**config.mk**
```make
export PLATFORM = sky130hd
export DESIGN_NAME = demux1to4_tdm
export DESIGN_NICKNAME = d
export VERILOG_FILES = /design/src/rtl/demux1to4_tdm.sv
export SDC_FILE = /design/constraint.sdc
export NUM_CORES = 1
export LEC_CHECK = 0
export ABC_CLOCK_PERIOD_IN_PS = 3700
export CAP_MARGIN = 20
export CORE_MARGIN = 3
export CORE_UTILIZATION = 53
export DETAILED_ROUTE_END_ITERATION = 8
export GPL_TIMING_DRIVEN = 0
export PLACE_DENSITY = 0.82
export REMOVE_ABC_BUFFERS = 1
export SYNTH_ARGS = -nofsm -noshare
export SYNTH_HDL_FRONTEND = slang
export SYNTH_SLANG_ARGS = --single-unit
```
**constraint.sdc**
```tcl
create_clock -name clk -period 3.7 [get_ports clk]
set_clock_uncertainty 0.15 [all_clocks]
set_input_delay 0.555 -clock clk [delete_from_list [all_inputs] [get_ports clk]]
set_output_delay 0.555 -clock clk [all_outputs]
set_load 0.02 [all_outputs]
```
**src/rtl/demux1to4_tdm.sv**
```systemverilog
// 1-to-4 time-division demultiplexer.
// Collects four serial bits per frame, aligned on a slot-0 Sync marker, and
// presents each complete frame in parallel on Out. A small HUNT/LOCKED FSM
// tracks alignment and drops lock after MISS_MAX consecutive frame starts
// arrive without Sync.
//
// Handshake: En qualifies In and Sync. A cycle with En=0 carries no bit and
// changes no state. FrameValid and SyncErr are single-cycle pulses with no
// back-pressure; a consumer must take Out on the cycle FrameValid is high.
module demux1to4_tdm #(
  parameter int MISS_MAX = 3
) (
  input  logic       clk,
  input  logic       rst,
  input  logic       In,
  input  logic       En,
  input  logic       Sync,
  output logic [3:0] Out,
  output logic       FrameValid,
  output logic       Locked,
  output logic       SyncErr,
  output logic       dbg_state,
  output logic [1:0] dbg_slot
);

  localparam int MW = $clog2(MISS_MAX + 1);
  localparam logic [MW-1:0] MISS_LIM = MW'(MISS_MAX);

  typedef enum logic {HUNT = 1'b0, LOCKED = 1'b1} state_t;

  state_t        state;
  logic [1:0]    slot;
  logic [3:0]    hold;
  logic [MW-1:0] miss;

  // Debug view of the FSM and slot position.
  assign dbg_state = state;
  assign dbg_slot  = slot;

  // Frame alignment FSM, bit capture and registered outputs.
  always_ff @(posedge clk) begin
    if (rst) begin
      state      <= HUNT;
      slot       <= 2'd0;
      hold       <= 4'b0000;
      miss       <= '0;
      Out        <= 4'b0000;
      FrameValid <= 1'b0;
      Locked     <= 1'b0;
      SyncErr    <= 1'b0;
    end else begin
      // Pulses default low; they fire only on enabled cycles below.
      FrameValid <= 1'b0;
      SyncErr    <= 1'b0;
      if (En) begin
        case (state)
          HUNT: begin
            // Bits before the first Sync carry no alignment and are dropped.
            if (Sync) begin
              hold[0] <= In;
              slot    <= 2'd1;
              miss    <= '0;
              state   <= LOCKED;
              Locked  <= 1'b1;
            end
          end
          LOCKED: begin
            if (Sync && (slot != 2'd0)) begin
              // Sync off slot 0: the current frame is corrupt, restart it
              // with this bit as slot 0 and never report it.
              SyncErr <= 1'b1;
              hold    <= {3'b000, In};
              slot    <= 2'd1;
              miss    <= '0;
            end else begin
              hold[slot] <= In;
              slot       <= slot + 2'd1;
              if (slot == 2'd3) begin
                Out        <= {In, hold[2:0]};
                FrameValid <= 1'b1;
              end
              if (slot == 2'd0) begin
                if (Sync) begin
                  miss <= '0;
                end else if (miss + MW'(1) == MISS_LIM) begin
                  // Too many unmarked frame starts: give up alignment,
                  // discard the partial frame, keep the last Out.
                  state  <= HUNT;
                  Locked <= 1'b0;
                  slot   <= 2'd0;
                  miss   <= '0;
                  hold   <= 4'b0000;
                end else begin
                  miss <= miss + MW'(1);
                end
              end
            end
          end
          default: begin
            state  <= HUNT;
            Locked <= 1'b0;
            slot   <= 2'd0;
          end
        endcase
      end
    end
  end

endmodule
```
# [After elaboration in Yosys (flattened, before gate mapping)]
# Cells that the tools add are included.
[word_totals] register_bits=16 latch_bits=0 ramBits=0 romBits=0 in_bits=5 out_inout_bits=10 word_cells=70 mem_count=0
[op_classes] n_addsub=2 mul=0 n_div=0 n_lt_le_gt_ge=2 eq_ne=8 shift=0 n_mux=35 bitwise=3 n_reduce_logical=11
[ops] cell="2-bit 2-to-1 mux" n=10
[ops] cell="4-bit 2-to-1 mux" n=4
[ops] cell="1-bit 2-to-1 mux" n=14
[ops] cell="2-bit one-hot mux with 2 select lines" n=2
[ops] cell="2-bit inequality test, second input constant" n=3
[ops] cell="1-bit one-hot mux with 2 select lines" n=3
[ops] cell="6-bit AND reduction" n=1
[ops] cell="2-bit by 1-bit adder with 2-bit output, second input constant" n=2
[ops] cell="4-bit bitwise mux" n=1
[ops] cell="2-bit equality test, second input constant" n=2
[ops] cell="2-bit by 1-bit inequality test with 1-bit output, second input constant" n=2
[ops] cell="2-bit AND reduction" n=2
[ops] cell="4-bit AND reduction" n=1
[ops] cell="4-bit OR reduction" n=1
[ops] cell="2-bit by 3-bit less-than comparator with 1-bit output, second input constant" n=1
[ops] cell="3-bit by 1-bit inequality test with 1-bit output, second input constant" n=1
[ops] cell="1-bit NOT" n=3
[ops] cell="3-bit AND reduction" n=1
[ops] cell="3-bit OR reduction" n=1
[ops] cell="1-bit demux with 2-bit select" n=1
[ops] cell="2-bit by 1-bit >= comparator with 1-bit output, second input constant" n=1
[ops] cell="1-bit logical AND" n=2
[ops] cell="2-bit zero test" n=1
[ops] cell="2-bit nonzero test" n=1

# [Logic depth before layout (Yosys ltp)]
# Gate-level depths: netlist of run 1.
[logic_depth] ltp_word=10 mapped_depth=6 depth_no_buf=5

# [Least setup slack after synthesis of run 1]
# Ideal clock, no wire load.
[synth_path] path_kind="reg-to-reg" startpoint="register slot[0], in the netlist dbg_slot[0]" endpoint="register slot[1], in the netlist dbg_slot[1]" setup_time_ns=0.117 arrival_time_ns=1.372 slack_ns=2.061 path_stages_with_launch=7 period_less_slack_ns=1.639 path_cell_list="dfxtp_1 > inv_1 > ha_1 > nand2b_1 > buf_2 > a32oi_1 > nor2_1"
[synth_between] elab_chain_len=6 word_cells_on_any_way=9 cone_classes="add/sub: 1; mux: 5; reduce/logical: 3"
[synth_lines] item="from (decl)" line_no="32" source="logic [1:0] slot;"
[synth_lines] item="from (signal assigned)" line_no="77" source="slot <= slot + 2'd1;"
[synth_lines] item="2-bit by 1-bit adder with 2-bit output" line_no="77"
[synth_lines] item="2-bit 2-to-1 mux" line_no="85" source="end else if (miss + MW'(1) == MISS_LIM) begin"
[synth_lines] item="2-bit 2-to-1 mux" line_no="83" source="if (Sync) begin"
[synth_lines] item="2-bit 2-to-1 mux" line_no="82" source="if (slot == 2'd0) begin"
[synth_lines] item="2-bit 2-to-1 mux (*)" line_no="68" source="if (Sync && (slot != 2'd0)) begin"
[synth_lines] item="2-bit one-hot mux with 2 select lines (*)" line_no="56" source="case (state)"
# Mark *: on every way between the ends. The rest lies on a longest branch, timed or not.
# A chain may end at the register's enable or synchronous reset.

# [Worst setup path in the final report of run 1]
[layout_path] startpoint="register state, in the netlist dbg_state" endpoint="output dbg_state"
[layout_rtl] item="from (decl)" line_no="31" source="state_t state;"
[layout_rtl] item="from (signal assigned)" line_no="43" source="state <= HUNT;"
[layout_rtl] item="from (signal assigned)" line_no="63" source="state <= LOCKED;"
[layout_rtl] item="from (signal assigned)" line_no="88" source="state <= HUNT;"
[layout_rtl] item="to (decl)" line_no="22" source="output logic dbg_state,"
# No word-level cell between the ends.

==> key figures, run 1 <==
Power and ir drop
  • Power density over the cells: ~320 nW/µm²
  • Leak Pwr: 0.3296 nW
  • VDD IR max: roughly 0.22 mV

Die
  • Die Footprint: 2057 µm²
  • Starting Density: 0.5937
  • I/O Pins: 15
  • Die W: between 40 and 50 µm
  • Chip height: 45.35 µm
  • Core area: approximately 1400 µm²
  • Rows: 13

Setup path
  • Critical setup path kind: reg2out
  • Slowest Stage Delay on Critical Path: 690 ps
  • Critical Path Fanout Max: 12
  • WP data required: approximately 3000 ps
  • Setup slack, reg-to-reg: 2060 ps
  • Arr. time, crit path: between 1500 and 2000 ps
  • RR Startpoint: dbg_slot[0]
  • Reg2Reg Depth: 5
  • Worst reg2reg path endpoint: dbg_slot[1]
  • CP max-delay cell: clkdlybuf4s50_1
  • Crit path cell chain: clkdlybuf4s50_1
  • CP Launch Type: flop
  • CP Buf/Inv Count: 1
  • Crit end category: primary output
  • Largest delay share family, worst path: buffers and inverters

Final layout
  • Layout cells sized above 1: 0.1224
  • Most frequent cells in the layout: 15 x dfxtp_1, 14 x clkdlybuf4s50_1, 8 x a21oi_1, 5 x ha_1
  • Most common library cell in the layout ignoring fill and taps: dfxtp_1
  • Net count, final: 109
  • ANT cells: 0
  • Non-filler instance count after layout: around 110
  • Final instance area: 950.9 µm²
  • Layout area overhead: 15.85%

Detailed routing
  • Routed wl met3: between 80 and 90 µm
  • Antenna viol nets, final: 0
  • Via count: roughly 670
  • Drt wl/cell: between 10 and 15 µm
  • DR pass1 iterations: 4
  • 1st-iter DRT viols: 15
  • WL met1: 737 µm
  • Final Routed Wirelength: ~1500 µm
  • Max Used Layer: met4
  • Via density: between 5 and 6
  • Met2 WL post-DR: between 600 and 700 µm
  • Drc violations: 0

Synthesis
  • Post-synth EDFFs: 0
  • Ys async rst share: 0
  • Mapped cell area: around 800 µm²
  • Unique masters post-synth: 34
  • Seq/Total Area, Yosys: 0.3659
  • Primary FF master, synth: dfxtp_1
  • Syn_area_per_cell: ~9.5 µm²
  • YS warnings: 0
  • Seq cells post-synth: 15
  • Gate Count Post-Synth: 86

Timing
  • Final setup fails: 0
  • Worst-Margin Slew: between 500 and 600 ps
  • Min cycle time layout: between 2000 and 2500 ps
  • Setup ws final: between 1000 and 1500 ps
  • Relative slew slack: 0.6421
  • Final Hold Fails: 0
  • Final Max Tran Viols: 0
  • Max frequency: around 450 MHz
  • Period utilisation layout: 0.6072
  • Setup TNS: 0 ps
  • RSZ-0062 raised after global routing: false

Placed design
  • Hpwl dp: around 1100 µm
  • Placed cell area: just over 900 µm²
  • Final Wtd Congestion: 0.8440
  • Number of I/O port buffers: 14
  • Placement Setup Slack: approximately 1700 ps
  • Placed Cells: between 100 and 150

Clock network
  • Post-CTS setup buffer count: 0
  • Clock Tree Root: clkbuf_4
  • Post-cts gate resize count: 0
  • Clock Pin Slew Worst Setup and Hold Paths: about 80 ps
  • CTS Hold Bufs: 0
  • Max Buffers Root-to-Sink: 2
  • CTS Buf Count: 3
  • CTS tree: yes
  • Worst skew pair latency: about 270 ps
  • H-tree levels: 1
  • Sink Count: 15

Job
  • Total of max-cap violations: 0

Min path
  • Hold path start: Out[3]
  • Hold WC Path Type: reg2reg
  • Min-Delay Path Depth: 2
  • Hold EP: Out[3]

Global routing
  • Global-route wire length before repair: between 2000 and 2500 µm
  • Total global routing overflow: 0
  • Initial antenna violation count: 0
  • Vias in the first global route: roughly 600
  • GRT Total Usage: 0.1690
  • Largest net degree at the start of global routing: 18

Outcome
  • Status: finished clean
final cells by class:
cell class / instances / area, µm²
clock buffer: 4 / 26.28
fill: 114 / 431.7
inverter: 5 / 18.77
multi-input combinational: 60 / 446.7
sequential: 15 / 300.3
tap: 15 / 18.77
timing repair buffer: 14 / 140.1
flip-flops by register name, indices dropped and copies added, names as in the netlist:
signal	flops
Out	4
SyncErr	1
hold	3
FrameValid	1
dbg_state	1
miss	2
Locked	1
dbg_slot	2
synth_stat cells (2+ instances only):
library cell	number	share of area
dfxtp_1	15	0.37
a21oi_1	8	0.049
ha_1	5	0.076
buf_6	4	0.055
inv_1	4	0.018
nand2_1	4	0.018
nand4_1	4	0.030
nor2_1	4	0.018
o31ai_1	4	0.037
nand2b_1	3	0.023
and4_1	2	0.021
buf_2	2	0.012
nand3_1	2	0.012
nand3b_1	2	0.018
nor2b_1	2	0.015
nor3_1	2	0.012
o211ai_1	2	0.018
worst max-delay path by stage:
stage | from | to | slack (ps) | depth (start not counted)
5_1_grt | dbg_state | dbg_state | 1380 | 1
2_1_floorplan | dbg_slot[0] | dbg_slot[1] | 2080 | 5
3_5_place_dp | Sync | dbg_slot[1] | 1650 | 4
3_3_place_gp | Sync | dbg_slot[1] | 1660 | 4
6_report | dbg_state | dbg_state | 1450 | 1
4_1_cts | dbg_state | dbg_state | 1480 | 1
power breakdown:
part / leakage (nW) / switching, mW / total (mW) / internal [mW]
Clock: 0.0150 / 0.0474 / 0.0892 / 0.0418
Sequential: 0.122 / 0.00514 / 0.171 / 0.165
Combinational: 0.193 / 0.0259 / 0.0476 / 0.0217
through the flow:
stage | power, mW | hold WS (ps) | utilization
after floorplan | 0.2018 | 284.6 | -
after CTS | 0.3090 | 320.8 | 0.6878
final | 0.3074 | 320.3 | 0.6878
after global placement | 0.2206 | 303.6 | 0.6688
after detailed placement | 0.2211 | 309.4 | 0.6688
after global routing | 0.3248 | 363.3 | 0.6878
logic make-up (layout without fill, tap and decap cells):
logic type                 Yosys count  in the layout  synth area share
and+or+nand+nor                     32             32            0.2485
AOI/OAI and AO/OA                   22             22            0.2073
DFF                                 15             15            0.3659
buffers and inverters               11             23           0.08993
adders and majority gates            5              5           0.07622
muxes                                1              1           0.01220
metal layers:
layer | GRT usage | up-vias
met4 | 0.1053 | 0
met1 | 0.2126 | 305
met2 | 0.2542 | 19
met3 | 0.04382 | 4
met5 | 0 | -
li1 | - | 339
(Power assumes the default switching activity.)
==> inputs of run 2 (changes only) <==
--- a/config.mk
+++ b/config.mk
@@ -5,13 +5,13 @@
 export SDC_FILE = /design/constraint.sdc
 export NUM_CORES = 1
 export LEC_CHECK = 0
-export ABC_CLOCK_PERIOD_IN_PS = 3700
+export ABC_CLOCK_PERIOD_IN_PS = 1950
 export CAP_MARGIN = 20
 export CORE_MARGIN = 3
-export CORE_UTILIZATION = 53
+export CORE_UTILIZATION = 45
 export DETAILED_ROUTE_END_ITERATION = 8
 export GPL_TIMING_DRIVEN = 0
-export PLACE_DENSITY = 0.82
+export PLACE_DENSITY = 0.74
 export REMOVE_ABC_BUFFERS = 1
 export SYNTH_ARGS = -nofsm -noshare
 export SYNTH_HDL_FRONTEND = slang
==> constraint.sdc (replaced) <==
create_clock -name clk -period 1.95 [get_ports clk]
set_clock_uncertainty 0.15 [all_clocks]
set_input_delay 0.2925 -clock clk [delete_from_list [all_inputs] [get_ports clk]]
set_output_delay 0.2925 -clock clk [all_outputs]
set_load 0.02 [all_outputs]
==> run 2 against run 1 <==
  * Core utilization fell by 9.0 points
  * Highest routed layer unchanged
  * Wire length grew 4.4%
  * Cell count rose by 8.0%
==> key figures, run 2 (synthesis gave the netlist of run 1 again) <==
Global routing
  • Vias in the first global route: between 500 and 600
  • Met3 Track Usage GR: 0.03988
  • Largest net degree at the start of global routing: 18
  • Global-route wire length before repair: 2663 µm
  • Initial antenna violation count: 0
  • GR Util met2: 0.2217
  • Met1 Use GR: 0.1805
  • GR peak layer: met2
  • Total global routing overflow: 0
  • GRT Total Usage: 0.1417

Clock network
  • CTS tree: yes
  • Clock Pin Slew Worst Setup and Hold Paths: 80 ps
  • Sink Count: 15
  • CTS Hold Bufs: 0
  • Worst skew pair latency: approximately 280 ps
  • CTS Buf Count: 3
  • H-tree levels: 1
  • Clock Tree Root: clkbuf_4
  • Post-CTS setup buffer count: 0
  • Max Buffers Root-to-Sink: 2

Outcome
  • Status: finished clean

Setup path
  • Setup slack, reg-to-reg: around 290 ps
  • Reg2Reg Depth: 5
  • Arr. time, crit path: roughly 1400 ps
  • Crit end category: primary output
  • WP data required: 1510 ps
  • CP max-delay cell: clkdlybuf4s50_1
  • CP Launch Type: flop
  • Crit path cell chain: clkdlybuf4s50_1
  • RR Startpoint: dbg_slot[0]
  • Critical setup path kind: reg2out
  • Critical Path Fanout Max: 12
  • Largest delay share family, worst path: buffers and inverters
  • CP Buf/Inv Count: 1
  • Worst reg2reg path endpoint: dbg_slot[1]
  • Slowest Stage Delay on Critical Path: 640 ps

Power and ir drop
  • VDD IR max: 0.4511 mV
  • Leak Pwr: 0.3299 nW
  • Power density over the cells: around 610 nW/µm²
  • Total power: slightly below 600 µW

Final layout
  • ANT cells: 0
  • Layout cells sized above 1: 0.1327
  • Net count, final: around 110
  • Non-filler instance count after layout: between 100 and 150
  • Layout area overhead: 17.38%
  • Max reg flops: 4
  • # fillers: 161
  • Largest reg by FF count: Out
  • Top flop regs: Out: 4 flops, hold: 3 flops
  • Most frequent cells in the layout: 14 x dfxtp_1, 14 x clkdlybuf4s50_1, 8 x a21oi_1, 5 x ha_1
  • Final instance area: slightly below 1000 µm²

Timing
  • Final Max Tran Viols: 0
  • RSZ-0062 raised after global routing: false
  • Final setup fails: 0
  • Setup TNS: 0 ps
  • Relative slew slack: 0.6356
  • Period utilisation layout: 0.9276
  • Final Hold Fails: 0
  • WHS: 314.6 ps
  • Max frequency: between 500 and 600 MHz
  • Worst-Margin Slew: 544.9 ps
  • Min cycle time layout: about 1800 ps

Detailed routing
  • Via count: 675
  • Via density: ~5.5
  • Drt wl/cell: about 13 µm
  • Antenna viol nets, final: 0
  • Final Routed Wirelength: roughly 1600 µm
  • Drc violations: 0
  • DR pass1 iterations: 4
  • 1st-iter DRT viols: 23

Die
  • Core area: between 1500 and 2000 µm²
  • Die Footprint: about 2400 µm²
  • Rows: 14
  • I/O Pins: 15
  • Starting Density: 0.5093
  • Chip height: around 49 µm
  • Die W: approximately 49 µm

Min path
  • Min-Delay Path Depth: 2
  • Hold WC Path Type: reg2reg
  • Hold path start: Locked
  • Hold EP: Locked

Placed design
  • Placed cell area: ~940 µm²
  • Number of I/O port buffers: 14
  • Hpwl dp: roughly 1100 µm
  • Placed Cells: approximately 120
  • Final Wtd Congestion: around 0.82

Job
  • Total of max-cap violations: 0
run 2: cell counts in the layout (fill, tap and decap cells not counted):
No cell type changed its count.
run 2: worst max path at each step:
stage,end,from,cells after the start
floorplan,dbg_slot[1],dbg_slot[0],5
global placement,dbg_slot[1],Sync,4
detailed placement,hold[0],Sync,4
CTS,dbg_state,dbg_state,1
global route,dbg_state,dbg_state,1
finish,dbg_state,dbg_state,1
run 2: layout make-up:
type	count	area, µm²	area share
multi-input combinational	60	446.7	0.4636
clock buffer	4	26.28	0.02727
timing repair buffer	14	140.1	0.1455
sequential	15	301.5	0.3130
inverter	5	18.77	0.01948
tap	24	30.03	0.03117
run 2: power breakdown:
group | switching (mW) | total, mW | leakage, nW | internal [mW]
Clock | 0.0946 | 0.174 | 0.0150 | 0.0793
Sequential | 0.00914 | 0.323 | 0.122 | 0.314
Combinational | 0.0493 | 0.0904 | 0.193 | 0.0410
Total | 0.153 | 0.588 | 0.330 | 0.435
run 2: through the flow:
step | util | worst slack, ps
6_report | 0.5978 | 141.1
5_1_grt | 0.5978 | 71.19
4_1_cts | 0.5978 | 119.3
3_5_place_dp | 0.5807 | 133.3
3_3_place_gp | 0.5807 | 160.5
2_1_floorplan | - | 328.1
run 2: what timing repair did:
item | CTS | global route
gates resized for setup | 1 | 0
setup endpoints to repair | 1 | 0
hold endpoints to repair | 0 | 0
run 2: metal layers:
| metal | vias up | wire length [µm] |
|---|---|---|
| met1 | 303 | 725 |
| met4 | 0 | 26 |
| met5 | - | 0 |
| met3 | 4 | 88 |
| li1 | 341 | - |
| met2 | 27 | 724 |
run 2: tightest hold or removal path, stage by stage (launching register included):
cell and delay, ps:
dfxtp_1 320, o41ai_1 50, a21oi_1 60
